[config.mk]
export PLATFORM = sky130hd
export DESIGN_NAME = debug_mem_dumper
export DESIGN_NICKNAME = d
export VERILOG_FILES = /design/src/rtl/debug_mem_dumper_pkg.sv /design/src/rtl/debug_mem_dumper.sv
export SDC_FILE = /design/constraint.sdc
export NUM_CORES = 1
export LEC_CHECK = 0
export ABC_AREA = 1
export CORE_MARGIN = 2
export CORE_UTILIZATION = 25
export CTS_BUF_LIST = sky130_fd_sc_hd__clkbuf_16
export CTS_CLUSTER_SIZE = 14
export DETAILED_ROUTE_END_ITERATION = 10
export GPL_TIMING_DRIVEN = 1
export SETUP_SLACK_MARGIN = 0.15
export SLEW_MARGIN = 25
export SYNTH_ARGS = -nofsm -noshare
export SYNTH_HDL_FRONTEND = slang
export SYNTH_SLANG_ARGS = --single-unit
[constraint.sdc]
create_clock -name i_clk -period 2.7 [get_ports i_clk]
set_input_delay 0.54 -clock i_clk [delete_from_list [all_inputs] [get_ports i_clk]]
set_output_delay 0.54 -clock i_clk [all_outputs]
set_load 0.05 [all_outputs]
[src/rtl/debug_mem_dumper_pkg.sv]
// Shared debug package: memory geometry defaults and dumper state encoding,
// used by the memory stage, the debug unit and the memory dumper.
package debug_mem_dumper_pkg;

  // Byte-address width of the data memory and byte-within-word index width.
  localparam int unsigned DBG_MEM_ADDR_WIDTH = 8;
  localparam int unsigned DBG_BYTE_COUNT_W   = 2;

  typedef enum logic [2:0] {
    ST_IDLE     = 3'd0,
    ST_SET_ADDR = 3'd1,
    ST_LATCH    = 3'd2,
    ST_SEND     = 3'd3,
    ST_WAIT_TX  = 3'd4,
    ST_NEXT     = 3'd5,
    ST_DONE     = 3'd6
  } dump_state_e;

  // States in which the memory debug port is in use and a falling halt must
  // cancel the dump.
  function automatic logic dump_in_progress(input dump_state_e st);
    return (st != ST_IDLE) && (st != ST_DONE);
  endfunction

endpackage

[src/rtl/debug_mem_dumper.sv]
// Dumps the whole data memory, word by word, MSB byte first, to a byte-wide
// serial transmitter while the pipeline is halted.
module debug_mem_dumper
  import debug_mem_dumper_pkg::*;
#(
  parameter int unsigned MEM_ADDR_WIDTH = DBG_MEM_ADDR_WIDTH,
  parameter int unsigned BYTE_COUNT_W   = DBG_BYTE_COUNT_W
) (
  input  logic        i_clk,
  input  logic        i_reset,
  input  logic        i_start,
  input  logic        i_halt,
  output logic [31:0] o_address_to_read,
  input  logic [31:0] i_mem_content,
  output logic [7:0]  o_tx_data,
  output logic        o_tx_start,
  input  logic        i_tx_done,
  output logic        o_busy,
  output logic        o_done,
  output logic        o_abort
);

  localparam int unsigned WORD_W = MEM_ADDR_WIDTH - 2;
  localparam logic [WORD_W-1:0]       WORD_LAST = '1;
  localparam logic [BYTE_COUNT_W-1:0] BYTE_LAST = '1;

  dump_state_e             state_q;
  logic [WORD_W-1:0]       word_q;
  logic [BYTE_COUNT_W-1:0] byte_q;
  logic [31:0]             shreg_q;
  logic [31:0]             addr_q;
  logic                    tx_start_q;
  logic                    done_q;
  logic                    abort_q;

  logic [WORD_W-1:0]       word_inc;
  logic [31:0]             addr_inc;

  // Next word index and its word-aligned, zero-extended byte address.
  always_comb begin
    word_inc = word_q + WORD_W'(1);
    addr_inc = '0;
    addr_inc[MEM_ADDR_WIDTH-1:2] = word_inc;
  end

  // Dump sequencer with inline byte serializer; all pulses are registered.
  always_ff @(posedge i_clk) begin
    if (i_reset) begin
      state_q    <= ST_IDLE;
      word_q     <= '0;
      byte_q     <= '0;
      shreg_q    <= '0;
      addr_q     <= '0;
      tx_start_q <= 1'b0;
      done_q     <= 1'b0;
      abort_q    <= 1'b0;
    end else begin
      tx_start_q <= 1'b0;
      done_q     <= 1'b0;
      abort_q    <= 1'b0;
      // Losing halt invalidates the debug read port, so it outranks tx_done.
      if (dump_in_progress(state_q) && !i_halt) begin
        state_q <= ST_IDLE;
        addr_q  <= '0;
        abort_q <= 1'b1;
      end else begin
        case (state_q)
          ST_IDLE: begin
            if (i_start && i_halt) begin
              word_q  <= '0;
              addr_q  <= '0;
              state_q <= ST_SET_ADDR;
            end
          end
          ST_SET_ADDR: state_q <= ST_LATCH;
          ST_LATCH: begin
            // tx_start is raised here so the pulse coincides with SEND.
            shreg_q    <= i_mem_content;
            byte_q     <= '0;
            tx_start_q <= 1'b1;
            state_q    <= ST_SEND;
          end
          ST_SEND: state_q <= ST_WAIT_TX;
          ST_WAIT_TX: begin
            if (i_tx_done) begin
              if (byte_q != BYTE_LAST) begin
                byte_q     <= byte_q + BYTE_COUNT_W'(1);
                shreg_q    <= {shreg_q[23:0], 8'h00};
                tx_start_q <= 1'b1;
                state_q    <= ST_SEND;
              end else begin
                state_q <= ST_NEXT;
              end
            end
          end
          ST_NEXT: begin
            if (word_q == WORD_LAST) begin
              done_q  <= 1'b1;
              state_q <= ST_DONE;
            end else begin
              word_q  <= word_inc;
              addr_q  <= addr_inc;
              state_q <= ST_SET_ADDR;
            end
          end
          ST_DONE: begin
            addr_q  <= '0;
            state_q <= ST_IDLE;
          end
          default: begin
            addr_q  <= '0;
            state_q <= ST_IDLE;
          end
        endcase
      end
    end
  end

  assign o_address_to_read = addr_q;
  assign o_tx_data         = shreg_q[31:24];
  assign o_tx_start        = tx_start_q;
  assign o_done            = done_q;
  assign o_abort           = abort_q;
  assign o_busy            = (state_q != ST_IDLE);

endmodule

==> run metrics <==
clk sinks=52; # rows=38; Fillers=1205; Switch Pwr=585 uW; skew final=6.66 ps; critical-path cell list=clkdlybuf4s50_1; DP HPWL=4370 um; Design Area, Final=3470 um^2; # setup viols final=0; Max VDD drop=0.222 mV; initial antenna violation count=0; status=finished, final reports clean; Final ANT Viol Nets=0; GP Congestion=0.747; WL final=6040 um; Global Route Usage Sum=10.0%; crit path max-delay cell type=clkdlybuf4s50_1; GRT overflow=0; cell class contributing the biggest share of worst-path delay=buffers and inverters; io pins=81; Arrival @ worst endpoint=1430 ps; post-CTS setup buffers=0; critical path data required time=2160 ps; remaining routing DRC violations=0; Syn. warnings=0; # H-tree levels=2; startpoint types=register; Distinct cells, synth=21; unrepaired setup endpoints after global routing=no; drt pass-1 iters=4; CTS max path bufs=2; Tot Pwr=1.87 mW; post-CTS resize count=0; Post-Syn Area=2850 um^2; drt initial violations=79; Final Hold Vio Count=0; cell count after synthesis=442; cts hold-fix bufs=0; Via density=4.04; Most Crowded Layer GR=met2; met1 Resource Use GR=12.8%; Die H=111 um; largest net degree at the start of global routing=59; CP Capture Type=output port; via count=2494; Avg Cell Area, Syn=6.44 um^2; sw frac=31.3%; number of buffers created by CTS=5; Comb pwr share=22.1%; Slew HR=65.9%; antenna cells=0; total negative slack=0 ps; max cap viols=0; Crit Path Class=reg2out; Slew Viols, Final=0; Die ar.=12300 um^2; Pleak=1.64 nW; hold crit path type=reg2reg; FMAX=507 MHz; GR Layer Usage met3=2.02%; Placed Area=3330 um^2; fin nets=516; min cycle time layout=1970 ps; die width=111 um; clock latency on the worst-skew pair=280 ps; share of cells above drive strength 1=3.97%; input/output buffers=54; crit-path max cell delay=810 ps; register share of total power=44.5%; Finished Core Util=31.6%; CP Buf/Inv Count=1; Tcrit/Tclk final=73.1%; via count of the first global-routing pass=2445; worst-path fanout max=2; Clock power frac=33.5%; CTS clk-pin slew, worst paths=70 ps; core box area=11000 um^2; Worst-Margin Slew=510 ps; Synth Register Bits=52; Root Driver=clkbuf_16; Routed WL per cell=9.77 um; Int Pwr=1.28 mW; CTS tree=built; Final WS setup=727 ps; initial core utilization=25.9%; sequential share of the synthesized area=36.6%; first-pass GRT wire length=10500 um; DP Worst Slack=558 ps; PD cells=538 nW/um^2; GR met2 Demand/Resource=16.7%; area grow syn2layout=21.9%
path summary, 6_finish.rpt:
path,startpoint,endpoint,slack [ps],cells past startpoint
hold reg to reg,shreg_q[1]$_SDFFE_PP0P_,shreg_q[1]$_SDFFE_PP0P_,460,2
setup reg to reg,state_q[2]$_SDFFE_PP0P_,shreg_q[30]$_SDFFE_PP0P_,830,8
hold / removal,shreg_q[1]$_SDFFE_PP0P_,shreg_q[1]$_SDFFE_PP0P_,460,2
setup / recovery,shreg_q[27]$_SDFFE_PP0P_,o_tx_data[3],730,1
cell usage after synthesis:
cell type / number / area share [%]
a21oi_1: 20 / 3.5
buf_2: 7 / 1.2
buf_4: 36 / 9.5
buf_6: 3 / 1.2
clkbuf_1: 10 / 1.3
conb_1: 1 / 0.13
dfxtp_1: 52 / 37
ha_1: 2 / 0.88
inv_1: 43 / 5.7
inv_2: 1 / 0.13
nand2_1: 130 / 17
nand2_4: 1 / 0.40
nand3_1: 19 / 3.3
nand3_2: 1 / 0.35
nand3b_1: 1 / 0.26
nand3b_2: 1 / 0.40
nand4_1: 13 / 2.9
nor2_1: 77 / 10
nor2_4: 2 / 0.79
o21ai_0: 20 / 3.5
xor2_1: 2 / 0.62
metrics by stage:
| step | hold WS, ps | cells |
|---|---|---|
| 3_5_place_dp | 455 | 610 |
| 2_1_floorplan | 438 | 467 |
| 3_3_place_gp | 449 | 610 |
| 6_report | 465 | 618 |
| 5_1_grt | 489 | 618 |
| 4_1_cts | 464 | 618 |
final cells by class:
class / count / area, um^2 / share of cell area (%)
Clock buffer: 5 / 125 / 3.61
Clock inverter: 3 / 17.5 / 0.505
Inverter: 44 / 165 / 4.76
Multi-Input combinational cell: 315 / 1360 / 39.1
Sequential cell: 52 / 1040 / 30.0
Tap cell: 140 / 175 / 5.05
Timing Repair Buffer: 59 / 588 / 17.0
cells by family (layout without fill, tap and decap cells):
logic type	Yosys count	in the layout	share of synthesized area, %
flip-flops	52	52	36.6
AND/OR/NAND/NOR	245	245	35.7
buffers and inverters	100	111	19.0
other	1	26	0.132
AO/OA/AOI/OAI	40	40	7.04
XOR/XNOR	2	2	0.616
adder cells (fa/ha/maj)	2	2	0.879
sequential cells by signal, summed over array words and instances, names as in the netlist:
name	count
byte_q	2
shreg_q	32
o_address_to_read	6
o_done	1
o_tx_start	1
state_q	3
word_q	6
o_abort	1
placed cells by master, fill, tap and decap left out:
cell             netlist  routed
nand2_1              130     130
nor2_1                77      77
clkdlybuf4s50_1        0      53
dfxtp_1               52      52
inv_1                 43      44
conb_1                 1      26
o21ai_0               20      20
a21oi_1               20      20
nand3_1               19      19
nand4_1               13      13
clkbuf_16              0       5
buf_4                 36       5
nor2_4                 2       2
xor2_1                 2       2
ha_1                   2       2
inv_2                  1       1
nand2_4                1       1
nand3b_2               1       1
nand3b_1               1       1
nand3_2                1       1
clkinv_2               0       1
inv_6                  0       1
buf_12                 0       1
layer usage:
metal	routed length (um)	share of wire [%]	up-vias
met5	0	0	-
met4	91	1.5	0
met3	218	3.6	7
met2	2680	44	54
met1	3040	50	1063
li1	-	-	1370
power by group through the flow:
stage | clock network, mW | logic, mW | registers, mW
global route | 0.675 | 0.454 | 0.835
finish | 0.625 | 0.411 | 0.830
global placement | 0 | 0.409 | 0.847
detailed placement | 0 | 0.413 | 0.847
floorplan | 0 | 0.303 | 0.879
CTS | 0.649 | 0.415 | 0.829
Power figures use the tool's default switching activity.
==> RTL change 1, RTL diff (config.mk and constraints unchanged) <==
`DBG_BYTE_COUNT_W`: 2 -> 4.
--- a/src/rtl/debug_mem_dumper_pkg.sv
+++ b/src/rtl/debug_mem_dumper_pkg.sv
@@ -5,5 +5,5 @@
   // Byte-address width of the data memory and byte-within-word index width.
   localparam int unsigned DBG_MEM_ADDR_WIDTH = 8;
-  localparam int unsigned DBG_BYTE_COUNT_W   = 2;
+  localparam int unsigned DBG_BYTE_COUNT_W   = 4;
 
   typedef enum logic [2:0] {
Check against the original RTL: no difference found for any inputs over 10 cycles, from zero or initial values and one cycle with i_reset high; that may be too few to reach the edited logic, so the function may still have changed.
==> RTL change 1 against the unedited design <==
Register-to-register slack got worse by 80 ps; sequential power rose by 1%; sequential share of layout area decreased by 0.13 points; sequential cell count grew 2; fmax fell by 20%; via count increased by 11%; wire length grew 14%; area after synthesis grew 5.5%; final cell count increased by 5.8%; power down 1.3%; die area grew 5.3%; setup slack worse by 490 ps; cell area is 4.3% higher; largest cell class unchanged; highest routed layer unchanged.
==> RTL change 1: results (changes against the unedited design) <==
Setup path
  • CP peak stage delay: 840 ps (+30 ps)
  • Reg2Reg Depth: 7 (-1)
  • Critical Path Fanout Max: 8 (+6)
  • Critical path data arrival time: 1930 ps (+500 ps)

Power and ir drop
  • Leakage: 1.64 nW (-0.48%)
  • NetSw: 0.557 mW (-4.7%)
  • Combinational power: 0.372 mW (-9.5%)
  • Seq. pwr: 0.841 mW (+1%)
  • Worst VDD drop: 0.269 mV (+21%)
  • Sequential power share: 45.7% (+1.2 points)

STA
  • Worst-Margin Slew: 526 ps (+15.9 ps)
  • Worst clock skew: 7.59 ps (+0.933 ps)

Cells and area
  • Top reg by flops: shreg_q
  • Seq area share: 29.9% (-0.13 points)
  • Non-clk buf share: 15.8% (-1.2 points)
  • Number of nets in the layout: 545 (+5.6%)
  • Clock tree cell share of total cell area: 3.94% (-0.17 points)
  • Nonclk buf count: 58 (-1.7%)
  • Fill count: 1284 (+6.6%)
  • Fraction of layout instances using a drive strength above 1: 4.93% (+0.96 points)
  • Multi-input gates: 342 (+8.6%)
  • Seq cells: 54 (+3.8%)
  • Fraction of area in multi-input gates: 40.6% (+1.5 points)
  • Inverters, non-clock: 45 (+2.3%)
  • Multi-input gate area: 1470 um2 (+8.4%)

Placed design
  • Total placed cells including tap cells: 646 (+5.9%)
  • Port Buffers: 54 (unchanged)
  • Place WS: 563 ps (+5.22 ps)
  • Placer congestion estimate: 0.838 (+12%)
  • Placed Area: 3470 um2 (+4.5%)
  • HPWL Detailed: 5.05 mm (+16%)

Drt
  • Via count: 2772 (+11%)
  • Initial DRC count: 127 (+61%)
  • First-pass detailed-route iteration total: 5 (+1)
  • Final wirelength: 6.87 mm (+14%)
  • Routed length per placed instance: 10.5 um (+7.6%)

Global routing
  • Initial antenna violation count: 0 (unchanged)
  • Vias in the first global route: 2628 (+7.5%)
  • Total track usage: 11.1% (+1.1 points)
  • First-pass GRT wire length: 11.7 mm (+11%)
  • Largest net degree at the start of global routing: 30 (-49%)

Yosys
  • Sequential fraction of the synthesis area: 36.0% (-0.56 points)
  • Top cells by area, synth: dfxtp_1 (36%), nand2_1 (20%), buf_4 (9.5%)
  • FFs w/ async S/R, synth: 0% (unchanged)
  • Commonest cells in the netlist: nand2_1 (158), nor2_1 (71), dfxtp_1 (54)
  • Synth cell types: 25 (+19%)
  • Avg Cell Area, Syn: 6.41 um2 (-0.41%)

Clock tree
  • CTS H-tree depth: 2 (unchanged)
  • Clk buf depth: 2 (unchanged)

Status
  • Status: finished, final reports clean

Floorplan
  • Die X: 114 um (+2.6%)
[RTL change 1: cell types whose count changed after synthesis, moves of 3 or more]
cell      unedited run  this run
a21oi_1             20        24
nand2_2              0         3
nand2_1            130       158
nor2_1              77        71
o21ai_0             20         4
clkbuf_1            10         5
nand4_1             13         5
nand3_1             19        37
[RTL change 1: cell families after synthesis]
kind of cell	synth area share (%)
adder cells (fa/ha/maj)	0.834
other	0.125
AO/OA/AOI/OAI	5.50
buffers and inverters	18.1
AND/OR/NAND/NOR	39.4
flip-flops	36.0
[RTL change 1: path summary, 6_finish.rpt]
path	start	end	slack, ps
worst max-delay path	state_q[1]	o_busy	230
worst min-delay path	shreg_q[4]	shreg_q[4]	470
worst min register to register	shreg_q[4]	shreg_q[4]	470
worst max register to register	state_q[1]	o_address_to_read[6]	750
[RTL change 1: routing by layer]
layer	share of wire [%]	global-route usage, %
met5	0	0
met4	1.2	3.98
met3	6.4	2.98
met2	44	17.8
met1	49	14.3
==> RTL change 2, RTL diff (same settings) <==
Made on the original files. Register the outputs `o_tx_data` and `o_busy`, with the module's reset; this adds one clock of latency there. The other outputs are not delayed to match.
--- a/src/rtl/debug_mem_dumper.sv
+++ b/src/rtl/debug_mem_dumper.sv
@@ -118,9 +118,16 @@
 
   assign o_address_to_read = addr_q;
-  assign o_tx_data         = shreg_q[31:24];
   assign o_tx_start        = tx_start_q;
   assign o_done            = done_q;
   assign o_abort           = abort_q;
-  assign o_busy            = (state_q != ST_IDLE);
+  always_ff @(posedge i_clk) begin
+    if (i_reset) begin
+      o_tx_data <= '0;
+      o_busy    <= '0;
+    end else begin
+      o_tx_data <= shreg_q[31:24];
+      o_busy    <= (state_q != ST_IDLE);
+    end
+  end
 
 endmodule
Behaviour: not the same (a bounded check fails within 4 cycles, from zero or initial values and one cycle with i_reset high).
==> RTL change 2 against the unedited design <==
Global-route usage up 0.86 points; setup slack worse by 18 ps; sequential power up 15%; worst hold slack worse by 38 ps; clock power up 89%; power up 31%; cell area up 9.6%; area after synthesis up 3.1%; wire length up 8.7%; sequential cell count up 9.
==> RTL change 2: results (changes against the unedited design) <==
Clock tree
  • CTS H-tree depth: 3 (+1)
  • Root Driver: clkbuf_16
  • CTS clk-pin slew, worst paths: 50 ps (-20 ps)
  • Worst skew pair latency: 320 ps (+40 ps)
  • TritonCTS buffer count: 9 (+4)
  • Setup bufs post-CTS: 0 (unchanged)

STA
  • Worst-Margin Slew: 528 ps (+18.2 ps)
  • Worst clock skew: 6.73 ps (+0.0670 ps)

Placed design
  • HPWL Detailed: 4.56 mm (+4.2%)
  • Total placed cells including tap cells: 624 (+2.3%)
  • Placer congestion estimate: 0.817 (+9.4%)

Drt
  • Metal2 WL: 3.00 mm (+12%)
  • Via density: 4.09 (+1.3%)
  • Routed length per placed instance: 10.2 um (+4.9%)
  • Via count: 2616 (+4.9%)
  • First-pass detailed-route iteration total: 5 (+1)
  • Initial DRC count: 143 (+81%)
  • Post-Route M1 WL: 3.17 mm (+4.3%)
  • Metal3 WL: 280 um (+28%)

Cells and area
  • Largest regs: shreg_q x32, o_tx_data x8
  • Fraction of layout instances using a drive strength above 1: 4.83% (+0.85 points)
  • Number of nets in the layout: 531 (+2.9%)
  • Fill count: 1233 (+2.3%)

Power and ir drop
  • Leakage: 1.78 nW (+8.4%)
  • Worst VDD drop: 0.272 mV (+23%)

Yosys
  • Post-synthesis mux area share: 0% (unchanged)
  • Synth Area in Adders: 0.853% (-0.026 points)
  • Synth Area in XOR/XNOR: 0% (-0.62 points)
  • Synth cell types: 22 (+4.8%)
  • Sequential fraction of the synthesis area: 41.6% (+5.1 points)
  • Top cells by area, synth: dfxtp_1 (42%), nand2_1 (16%), nor2_1 (11%)
  • Compound-gate portion of the synthesized area: 7.34% (+0.30 points)
  • Commonest cells in the netlist: nand2_1 (128), nor2_1 (88), dfxtp_1 (61)
  • FFs w/ async S/R, synth: 0% (unchanged)

Setup path
  • FF-to-FF setup slack: 780 ps (-50 ps)
  • CP endpoint: o_address_to_read[4]
  • Crit-path leading delay family: buffers and inverters
  • Critical path data arrival time: 1450 ps (+20 ps)
  • R2R Path Start: state_q[1]
  • CP peak stage delay: about 800 ps
  • Critical path origin: o_address_to_read[4]
  • RR Endpoint: state_q[2]

Status
  • Status: finished, final reports clean

Global routing
  • GR Util met2: 17.8% (+1.0 points)
  • GRT met1 Usage: 13.0% (+0.14 points)
  • First-pass GRT wire length: 11.0 mm (+4.7%)
  • Total track usage: 10.9% (+0.86 points)
  • Vias in the first global route: 2495 (+2.0%)
  • GR met3 Demand/Resource: 4.05% (+2.0 points)
-- RTL change 2: worst min-delay path, delay by kind of cell (launching register included) --
kind                   cells  cell delay [ps]
DFF                        1              290
buffers and inverters      1               60
and+or+nand+nor            1               40
-- RTL change 2: final cells by class --
class | instances | area [um2] | share of cell area (%)
Multi-Input combinational cell | 320 | 1350 | 35.5
Sequential cell | 61 | 1220 | 32.1
Timing Repair Buffer | 59 | 591 | 15.5
Clock buffer | 9 | 225 | 5.92
Tap cell | 143 | 179 | 4.71
Inverter | 41 | 154 | 4.05
Clock inverter | 7 | 81.3 | 2.14
-- RTL change 2: worst min-delay path by stage --
stage / startpoint / end / cells past startpoint / slack, ps
floorplan: shreg_q[24] / o_tx_data[0] / 2 / 410
global placement: shreg_q[26] / o_tx_data[2] / 2 / 430
detailed placement: shreg_q[24] / o_tx_data[0] / 2 / 420
CTS: shreg_q[24] / o_tx_data[0] / 2 / 430
global route: shreg_q[24] / o_tx_data[0] / 2 / 440
finish: shreg_q[24] / o_tx_data[0] / 2 / 430
-- RTL change 2: kinds of logic after synthesis --
family / Yosys count
AO/OA/AOI/OAI: 43
adder cells (fa/ha/maj): 2
buffers and inverters: 86
flip-flops: 61
other: 1
AND/OR/NAND/NOR: 249
-- RTL change 2: per-stage QoR --
| stage | cell area (um2) | setup WS, ps |
|---|---|---|
| 6_report | 3800 | 709 |
| 5_1_grt | 3800 | 575 |
| 4_1_cts | 3800 | 689 |
| 3_5_place_dp | 3500 | 675 |
| 3_3_place_gp | 3500 | 720 |
| 2_1_floorplan | 3030 | 1310 |
-- RTL change 2: report_power, final --
group          switching (mW)  leakage, nW  internal (mW)
clock                   0.383        0.155          0.793
sequential             0.0176        0.494          0.934
combinational           0.211         1.13          0.104
